===== src/rtl/fwd_hazard_unit_pkg.sv =====
// Shared types for the forwarding / hazard unit.
//   fwd_sel_e : per-operand forward select (RF, MEM, WB, RET)
//   fwd_tag_t : in-flight destination tag carried down EX->MEM->WB->RET
//   fwd_match : does a tag supply the register a source operand reads?
// Optional feature macro used by the top: FWD_PERF_EN.
package fwd_pkg;

  localparam int FWD_REG_AW = 5;

  typedef enum logic [1:0] {
    FWD_RF  = 2'b00,
    FWD_MEM = 2'b01,
    FWD_WB  = 2'b10,
    FWD_RET = 2'b11
  } fwd_sel_e;

  typedef struct packed {
    logic                  valid;
    logic                  we;
    logic [FWD_REG_AW-1:0] rd;
    logic                  is_load;
  } fwd_tag_t;

  localparam fwd_tag_t FWD_TAG_BUBBLE = '0;

  // x0 is hard-wired zero and must never be forwarded; unused sources never match.
  function automatic logic fwd_match(input fwd_tag_t tag,
                                     input logic [FWD_REG_AW-1:0] rs,
                                     input logic used);
    return tag.valid && tag.we && (tag.rd == rs) && (rs != '0) && used;
  endfunction

endpackage


===== src/rtl/fwd_hazard_unit_if.sv =====
// Bus between the pipeline (master) and the forwarding unit (slave).
// Signals: ID instruction fields, flush, EX-side data inputs, and the
// stall / select / operand outputs of the unit.
//
// ID handshake: id_valid offers the ID instruction; it transfers into EX on a
// rising edge only when id_valid & !stall_o & !flush. While stall_o is high
// the master must hold every id_* field stable. flush kills the offer.
interface fwd_hazard_unit_if #(
  parameter int DATA_W  = 32,
  parameter int REG_AW  = 5,
  parameter int NUM_SRC = 2
);
  logic                      id_valid;
  logic [NUM_SRC*REG_AW-1:0] id_rs_addr;
  logic [NUM_SRC-1:0]        id_rs_used;
  logic [REG_AW-1:0]         id_rd;
  logic                      id_we;
  logic                      id_is_load;
  logic                      flush;
  logic [NUM_SRC*DATA_W-1:0] ex_rf_data;
  logic [DATA_W-1:0]         mem_result;
  logic [DATA_W-1:0]         wb_result;
  logic                      stall_o;
  logic [NUM_SRC*2-1:0]      ex_fwd_sel;
  logic [NUM_SRC*DATA_W-1:0] ex_opnd;

  modport master (
    output id_valid, id_rs_addr, id_rs_used, id_rd, id_we, id_is_load, flush,
    output ex_rf_data, mem_result, wb_result,
    input  stall_o, ex_fwd_sel, ex_opnd
  );

  modport slave (
    input  id_valid, id_rs_addr, id_rs_used, id_rd, id_we, id_is_load, flush,
    input  ex_rf_data, mem_result, wb_result,
    output stall_o, ex_fwd_sel, ex_opnd
  );
endinterface


===== src/rtl/fwd_hazard_unit_tag_pipe.sv =====
// fwd_tag_pipe: EX->MEM->WB->RET destination-tag shift register.
// Ports:
//   clk, rst_n       clock, async active-low reset
//   ex_tag_i         next EX tag (already a bubble when ID does not advance)
//   wb_result_i      writeback data, latched every cycle as RET data
//   ex/mem/wb/ret_tag_o  current stage tags
//   ret_data_o       previous cycle's writeback data
module fwd_tag_pipe
  import fwd_pkg::*;
#(
  parameter int DATA_W           = 32,
  parameter int RF_WRITE_THROUGH = 1
) (
  input  logic              clk,
  input  logic              rst_n,
  input  fwd_tag_t          ex_tag_i,
  input  logic [DATA_W-1:0] wb_result_i,
  output fwd_tag_t          ex_tag_o,
  output fwd_tag_t          mem_tag_o,
  output fwd_tag_t          wb_tag_o,
  output fwd_tag_t          ret_tag_o,
  output logic [DATA_W-1:0] ret_data_o
);

  fwd_tag_t          ex_q, mem_q, wb_q, ret_q;
  logic [DATA_W-1:0] ret_data_q;

  always_ff @(posedge clk or negedge rst_n) begin
    if (!rst_n) begin
      ex_q       <= FWD_TAG_BUBBLE;
      mem_q      <= FWD_TAG_BUBBLE;
      wb_q       <= FWD_TAG_BUBBLE;
      ret_q      <= FWD_TAG_BUBBLE;
      ret_data_q <= '0;
    end else begin
      ex_q       <= ex_tag_i;
      mem_q      <= ex_q;
      wb_q       <= mem_q;
      // With a write-through RF the retired write is already visible in the RF.
      ret_q      <= (RF_WRITE_THROUGH != 0) ? FWD_TAG_BUBBLE : wb_q;
      ret_data_q <= wb_result_i;
    end
  end

  assign ex_tag_o   = ex_q;
  assign mem_tag_o  = mem_q;
  assign wb_tag_o   = wb_q;
  assign ret_tag_o  = ret_q;
  assign ret_data_o = ret_data_q;

endmodule


===== src/rtl/fwd_hazard_unit.sv =====
// fwd_hazard_unit: operand forwarding and load-use stall for a 5-stage pipe.
// Ports:
//   clk, rst_n   clock, async active-low reset
//   bus          fwd_hazard_unit_if.slave (ID fields, flush, data in,
//                stall_o / ex_fwd_sel / ex_opnd out)
//   perf_stall_cnt, perf_fwd_cnt  saturating counters, only with FWD_PERF_EN
// Selects are resolved in ID against EX/MEM/WB tags (which will sit in
// MEM/WB/RET when the instruction reaches EX) and registered into EX; the
// operand mux after them is purely combinational.
module fwd_hazard_unit
  import fwd_pkg::*;
#(
  parameter int DATA_W           = 32,
  parameter int REG_AW           = 5,
  parameter int NUM_SRC          = 2,
  parameter int LOAD_LAT         = 1,
  parameter int RF_WRITE_THROUGH = 1
) (
  input  logic               clk,
  input  logic               rst_n,
  fwd_hazard_unit_if.slave   bus
`ifdef FWD_PERF_EN
  ,
  output logic [31:0]        perf_stall_cnt,
  output logic [31:0]        perf_fwd_cnt
`endif
);

  fwd_tag_t             ex_tag, mem_tag, wb_tag, ret_tag, ex_tag_d;
  logic [DATA_W-1:0]    ret_data;
  logic [NUM_SRC*2-1:0] id_sel, ex_fwd_sel_d, ex_fwd_sel_q;
  logic                 hazard, stall, load_ex;

  fwd_tag_pipe #(
    .DATA_W           (DATA_W),
    .RF_WRITE_THROUGH (RF_WRITE_THROUGH)
  ) u_tag_pipe (
    .clk         (clk),
    .rst_n       (rst_n),
    .ex_tag_i    (ex_tag_d),
    .wb_result_i (bus.wb_result),
    .ex_tag_o    (ex_tag),
    .mem_tag_o   (mem_tag),
    .wb_tag_o    (wb_tag),
    .ret_tag_o   (ret_tag),
    .ret_data_o  (ret_data)
  );

  // Youngest producer wins. A load that would be picked from MEM (or from WB
  // when load data needs two stages) cannot supply data yet, so it stalls.
  always_comb begin
    id_sel = '0;
    hazard = 1'b0;
    for (int i = 0; i < NUM_SRC; i++) begin
      if (fwd_match(ex_tag, bus.id_rs_addr[i*REG_AW +: REG_AW], bus.id_rs_used[i])) begin
        if (ex_tag.is_load) hazard = 1'b1;
        else                id_sel[i*2 +: 2] = FWD_MEM;
      end else if (fwd_match(mem_tag, bus.id_rs_addr[i*REG_AW +: REG_AW], bus.id_rs_used[i])) begin
        if ((LOAD_LAT == 2) && mem_tag.is_load) hazard = 1'b1;
        else                                    id_sel[i*2 +: 2] = FWD_WB;
      end else if ((RF_WRITE_THROUGH == 0) &&
                   fwd_match(wb_tag, bus.id_rs_addr[i*REG_AW +: REG_AW], bus.id_rs_used[i])) begin
        id_sel[i*2 +: 2] = FWD_RET;
      end
    end
  end

  // Flush beats a hazard: the killed ID instruction has nothing to wait for.
  assign stall   = bus.id_valid && !bus.flush && hazard;
  assign load_ex = bus.id_valid && !stall && !bus.flush;

  always_comb begin
    ex_tag_d     = FWD_TAG_BUBBLE;
    ex_fwd_sel_d = '0;
    if (load_ex) begin
      ex_tag_d.valid   = 1'b1;
      ex_tag_d.we      = bus.id_we;
      ex_tag_d.rd      = bus.id_rd;
      ex_tag_d.is_load = bus.id_is_load;
      ex_fwd_sel_d     = id_sel;
    end
  end

  always_ff @(posedge clk or negedge rst_n) begin
    if (!rst_n) ex_fwd_sel_q <= '0;
    else        ex_fwd_sel_q <= ex_fwd_sel_d;
  end

  always_comb begin
    bus.ex_opnd = bus.ex_rf_data;
    for (int i = 0; i < NUM_SRC; i++) begin
      case (ex_fwd_sel_q[i*2 +: 2])
        FWD_MEM: bus.ex_opnd[i*DATA_W +: DATA_W] = bus.mem_result;
        FWD_WB:  bus.ex_opnd[i*DATA_W +: DATA_W] = bus.wb_result;
        FWD_RET: bus.ex_opnd[i*DATA_W +: DATA_W] = ret_data;
        default: ;
      endcase
    end
  end

  assign bus.stall_o    = stall;
  assign bus.ex_fwd_sel = ex_fwd_sel_q;

  // Tag fields that some parameterisations never look at.
  logic unused_tags;
  assign unused_tags = ^{ret_tag, wb_tag, mem_tag};

`ifdef FWD_PERF_EN
  logic [31:0] perf_stall_q, perf_fwd_q;

  always_ff @(posedge clk or negedge rst_n) begin
    if (!rst_n) begin
      perf_stall_q <= '0;
      perf_fwd_q   <= '0;
    end else begin
      if (stall && (perf_stall_q != '1)) perf_stall_q <= perf_stall_q + 32'd1;
      // Each EX instruction occupies EX for exactly one cycle.
      if (ex_tag.valid && (|ex_fwd_sel_q) && (perf_fwd_q != '1))
        perf_fwd_q <= perf_fwd_q + 32'd1;
    end
  end

  assign perf_stall_cnt = perf_stall_q;
  assign perf_fwd_cnt   = perf_fwd_q;
`endif

endmodule


===== src/flat_wrapper.sv =====
// flat-port wrapper written by rule: the top's interface ports become plain ports
module fwd_hazard_unit_flat import fwd_pkg::*;
#(
  parameter int DATA_W           = 32,
  parameter int REG_AW           = 5,
  parameter int NUM_SRC          = 2,
  parameter int LOAD_LAT         = 1,
  parameter int RF_WRITE_THROUGH = 1
)
  (clk, rst_n, bus_id_valid, bus_id_rs_addr, bus_id_rs_used, bus_id_rd, bus_id_we, bus_id_is_load, bus_flush, bus_ex_rf_data, bus_mem_result, bus_wb_result, bus_stall_o, bus_ex_fwd_sel, bus_ex_opnd);
  fwd_hazard_unit_if #(.DATA_W(DATA_W), .REG_AW(REG_AW), .NUM_SRC(NUM_SRC)) bus_i ();
  input  logic clk;
  input  logic rst_n;
  input wire logic [$bits(bus_i.id_valid)-1:0] bus_id_valid;
  input wire logic [$bits(bus_i.id_rs_addr)-1:0] bus_id_rs_addr;
  input wire logic [$bits(bus_i.id_rs_used)-1:0] bus_id_rs_used;
  input wire logic [$bits(bus_i.id_rd)-1:0] bus_id_rd;
  input wire logic [$bits(bus_i.id_we)-1:0] bus_id_we;
  input wire logic [$bits(bus_i.id_is_load)-1:0] bus_id_is_load;
  input wire logic [$bits(bus_i.flush)-1:0] bus_flush;
  input wire logic [$bits(bus_i.ex_rf_data)-1:0] bus_ex_rf_data;
  input wire logic [$bits(bus_i.mem_result)-1:0] bus_mem_result;
  input wire logic [$bits(bus_i.wb_result)-1:0] bus_wb_result;
  output wire logic [$bits(bus_i.stall_o)-1:0] bus_stall_o;
  output wire logic [$bits(bus_i.ex_fwd_sel)-1:0] bus_ex_fwd_sel;
  output wire logic [$bits(bus_i.ex_opnd)-1:0] bus_ex_opnd;
  assign bus_i.id_valid = bus_id_valid;
  assign bus_i.id_rs_addr = bus_id_rs_addr;
  assign bus_i.id_rs_used = bus_id_rs_used;
  assign bus_i.id_rd = bus_id_rd;
  assign bus_i.id_we = bus_id_we;
  assign bus_i.id_is_load = bus_id_is_load;
  assign bus_i.flush = bus_flush;
  assign bus_i.ex_rf_data = bus_ex_rf_data;
  assign bus_i.mem_result = bus_mem_result;
  assign bus_i.wb_result = bus_wb_result;
  assign bus_stall_o = bus_i.stall_o;
  assign bus_ex_fwd_sel = bus_i.ex_fwd_sel;
  assign bus_ex_opnd = bus_i.ex_opnd;
  fwd_hazard_unit #(.DATA_W(DATA_W), .REG_AW(REG_AW), .NUM_SRC(NUM_SRC), .LOAD_LAT(LOAD_LAT), .RF_WRITE_THROUGH(RF_WRITE_THROUGH)) u_core (.clk(clk), .rst_n(rst_n), .bus(bus_i));
endmodule

===== config.mk =====
export PLATFORM = sky130hd
export DESIGN_NAME = fwd_hazard_unit_flat
export DESIGN_NICKNAME = d
export VERILOG_FILES = /design/src/rtl/fwd_hazard_unit_pkg.sv /design/src/rtl/fwd_hazard_unit_if.sv /design/src/rtl/fwd_hazard_unit_tag_pipe.sv /design/src/rtl/fwd_hazard_unit.sv /design/src/flat_wrapper.sv
export SDC_FILE = /design/constraint.sdc
export NUM_CORES = 1
export LEC_CHECK = 0
export CAP_MARGIN = 5
export CORE_MARGIN = 8
export CORE_UTILIZATION = 36
export DETAILED_ROUTE_END_ITERATION = 16
export GPL_ROUTABILITY_DRIVEN = 1
export PLACE_DENSITY = 0.82
export SYNTH_ARGS = -nofsm -noshare
export SYNTH_HDL_FRONTEND = slang
export SYNTH_SLANG_ARGS = --single-unit

===== constraint.sdc =====
create_clock -name clk -period 3.22 [get_ports clk]
set_clock_uncertainty 0.2 [all_clocks]
set_input_delay 0.805 -clock clk [delete_from_list [all_inputs] [get_ports clk]]
set_output_delay 0.805 -clock clk [all_outputs]
set_load 0.01 [all_outputs]

==> results.md, run 1 <==
* Rows at 34
* Clock Path Buffers at 2
* Final hold viol count at 0
* Final critical path time including I/O delays and setup at between 3 and 4 ns
* Final instance area at ~5800 sq um
* Reg2reg path depth at 8
* Full die area at 12,050 sq um
* Global-route wire length before repair at ~18,000 microns
* Synth Warn # at 0
* Final setup vio count at 0
* CP endpoint kind: output pin
* Antenna Nets Post-Route at 0
* Synthesis-to-layout area growth at 83.17%
* DR vias/cell at approximately 5.3
* Total Power Consumption at 1501 uW
* GRT overflow at 0
* Iter 0 DRT Violations at roughly 120
* Final WL at around 12,000 microns
* TritonCTS clock tree: yes
* Wirelength per Cell at between 20 and 25 microns
* Clock Pin Slew Worst Setup and Hold Paths at 0.09 ns
* Crit Reg-Reg Startpoint: u_core.u_tag_pipe.ex_tag_o[3]
* Post-synthesis register bit count at 51
* RR Endpoint: u_core.u_tag_pipe.ex_tag_o[1]
* Share of cells above drive strength 1 at roughly 28%
* Power Dens Cells at between 200 and 300 nW/um^2
* Final Instance Count excl. Fillers at ~540
* Hold_ws at roughly 0.19 ns
* Critical Path AT at about 2.2 ns
* Skew-Pair Late Insertion Delay at ~0.30 ns
* Final GP Congestion at 0.8767
* Area after DPL at roughly 5700 sq um
* Setup CP Type: input port to output pin
* Via count at approximately 2,900
* Post-synth cell types at 22
* Outcome: finished, final reports clean
* Setup TNS Final at 0 ns
* Max VDD drop at ~0.19 mV
* Startpoint Class: input port
* R2R Setup Slk at 1.22 ns
* Max Cap Violations at 0
* Vias in the first global route at about 3,400
* Pin count of the biggest net entering global routing at 35
* Clock net sink count at a little over 50
* Mapped Area at between 3000 and 4000 sq um
* Critical Path Sink: bus_stall_o
* Die Y at around 110 microns
* H-tree levels at 2
* Post-synthesis sequential area ratio at between 40% and 50%
* Critical Path Start: bus_id_rs_addr[0]
* Worst Tran Pin Value at between 0.7 and 0.8 ns
* Tcrit/Tclk final at approximately 100%
* Syn Area/Cell at roughly 17 sq um
* Syn Nets at 340
* Total GRT Usage at approximately 20%
* # IOs at 220
* Final Slew Violations at 0
* Rel. slew slack at between 40% and 50%
* Core ar. at approximately 8600 sq um
* Critical Path RT at 2.21 ns
* Dpl cells at approximately 530
* Die Wd at 109.8 microns
* Maximum clock frequency at 310.7 MHz
* Hold buffers post-CTS at 0
* Antenna violations before repair at 1
* Largest fanout on the critical path at 2
* Ant diodes at 0
* Hold WC Path Type: flip-flop to flip-flop
* Starting density of the core at a little under two fifths
* Leakage at between 0.002 and 0.0025 uW
* Port bufs at around 220
* Root Driver: clkbuf_8
* Residual DRC at 0
* Drt pass-1 iters at 4
* RSZ-0062 raised after global routing: yes
* Layout Nets at approximately 580
* TritonCTS buffer count at 5
* Synth Instances at ~190
* Hpwl dp at just over 10,000 microns
-- worst min path at each step --
stage | slack, ns | startpoint | to | depth (start not counted)
final | 0.19 | u_core.u_tag_pipe.ex_tag_o[7] | u_core.u_tag_pipe.mem_tag_o[7] | 0
after global placement | 0.16 | u_core.u_tag_pipe.ex_tag_o[6] | u_core.u_tag_pipe.mem_tag_o[6] | 0
after floorplan | 0.15 | u_core.u_tag_pipe.ex_tag_o[6] | u_core.u_tag_pipe.mem_tag_o[6] | 0
after detailed placement | 0.17 | u_core.u_tag_pipe.ex_tag_o[7] | u_core.u_tag_pipe.mem_tag_o[7] | 0
after CTS | 0.19 | u_core.u_tag_pipe.ex_tag_o[7] | u_core.u_tag_pipe.mem_tag_o[7] | 0
after global routing | 0.20 | u_core.u_tag_pipe.ex_tag_o[7] | u_core.u_tag_pipe.mem_tag_o[7] | 0
-- area by class of cell --
class,count,area (sq um)
well taps,108,135.1
clock buffers,8,100.1
fillers,651,2835
flip-flops and latches,51,1279
repair buffers,250,2417
multi-input cells,122,1869
-- cell usage in the layout, fill, tap and decap left out, drive strengths merged --
cell	Yosys	final
a211oi	1	1
a21oi	1	1
and2	1	1
buf	9	37
clkbuf	7	10
clkdlybuf4s15	0	2
clkdlybuf4s50	0	143
dfrtp	51	51
dlygate4sd2	0	49
dlymetal6s2s	0	17
mux4	64	64
nand2	8	8
nand2b	1	1
nand3	1	1
nand4	5	5
nor2	8	8
nor2b	1	1
nor3b	2	2
nor4	3	3
o21a	1	1
o21ai	2	2
or4	3	3
xnor2	16	16
xor2	4	4
-- cells by family (layout without fill, tap and decap cells) --
kind of cell	count (synthesis)	in the layout	share of synthesized area, %
simple gates	33	33	5.413
flops	51	51	40.30
xor+xnor	20	20	5.531
mux	64	64	45.52
compound gates	5	5	1.067
buf+inv	16	258	2.173
-- sequential cells by signal (all words and copies together), names as in the netlist --
name / count
u_core.u_tag_pipe.mem_tag_o: 7
u_core.bus.ex_fwd_sel: 4
u_core.u_tag_pipe.ex_tag_o: 8
u_core.u_tag_pipe.ret_data_o: 32
-- critical path: stages --
cell and delay (ns):
buf_6 0.09, or4_4 0.55, o21ai_4 0.19, nor4_4 0.07, o21a_1 0.21, and2_1 0.16, buf_2 0.14
-- metrics by stage --
step,util (%),worst slack [ns]
2_1_floorplan,-,0.09214
3_3_place_gp,65.49,-0.7086
3_5_place_dp,65.49,-0.7770
4_1_cts,66.40,-0.02103
5_1_grt,67.17,-0.04341
6_report,67.17,0.001487
-- layer usage --
layer  up-vias  GRT usage, %  routed length, microns
li1       1268             -                       -
met1      1432         21.88                    4362
met2       158         37.29                    6745
met3        14         5.920                    1142
met4         2         4.050                     141
met5         -             0                      13
-- power by group --
part           leakage [uW]  internal (uW)  switching (uW)
Clock             0.0000515            197             206
Sequential         0.000626            668            18.2
Combinational       0.00168            281             132
-- cells in the mapped netlist --
| cell type | count | area (sq um) |
|---|---|---|
| nand2_1 | 8 | 30.03 |
| nand2b_1 | 1 | 6.260 |
| clkbuf_1 | 7 | 26.28 |
| and2_1 | 1 | 6.260 |
| buf_1 | 2 | 7.510 |
| nor4_1 | 3 | 18.77 |
| mux4_2 | 64 | 1441 |
| xnor2_1 | 16 | 140.1 |
| nor2_1 | 8 | 30.03 |
| o21ai_2 | 1 | 8.760 |
| or4_1 | 3 | 22.52 |
| a21oi_1 | 1 | 5.000 |
| nand4_1 | 5 | 31.28 |
| nor2b_1 | 1 | 6.260 |
| o21ai_0 | 1 | 5.000 |
| a211oi_1 | 1 | 7.510 |
| dfrtp_1 | 51 | 1276 |
| buf_2 | 7 | 35.03 |
| nor3b_1 | 2 | 15.01 |
| xor2_1 | 4 | 35.03 |
| o21a_1 | 1 | 7.510 |
| nand3_1 | 1 | 5.000 |
-- timing repair --
item                                    4_1_cts  5_1_grt
gates resized for setup                      82       24
setup buffers                                 3        2
hold endpoints to repair                      0        0
pin swaps                                     8        7
cloned                                        0        0
endpoints found under the setup margin       48       18
Power figures use the tool's default switching activity.
==> run 2: changes to the inputs <==
--- a/config.mk
+++ b/config.mk
@@ -10,6 +10,7 @@
 export CORE_UTILIZATION = 36
 export DETAILED_ROUTE_END_ITERATION = 16
 export GPL_ROUTABILITY_DRIVEN = 1
+export GPL_TIMING_DRIVEN = 1
 export PLACE_DENSITY = 0.82
 export SYNTH_ARGS = -nofsm -noshare
 export SYNTH_HDL_FRONTEND = slang
==> results of run 2 <==
Same layout as run 1: the final DEF is identical, and so are final timing and power.
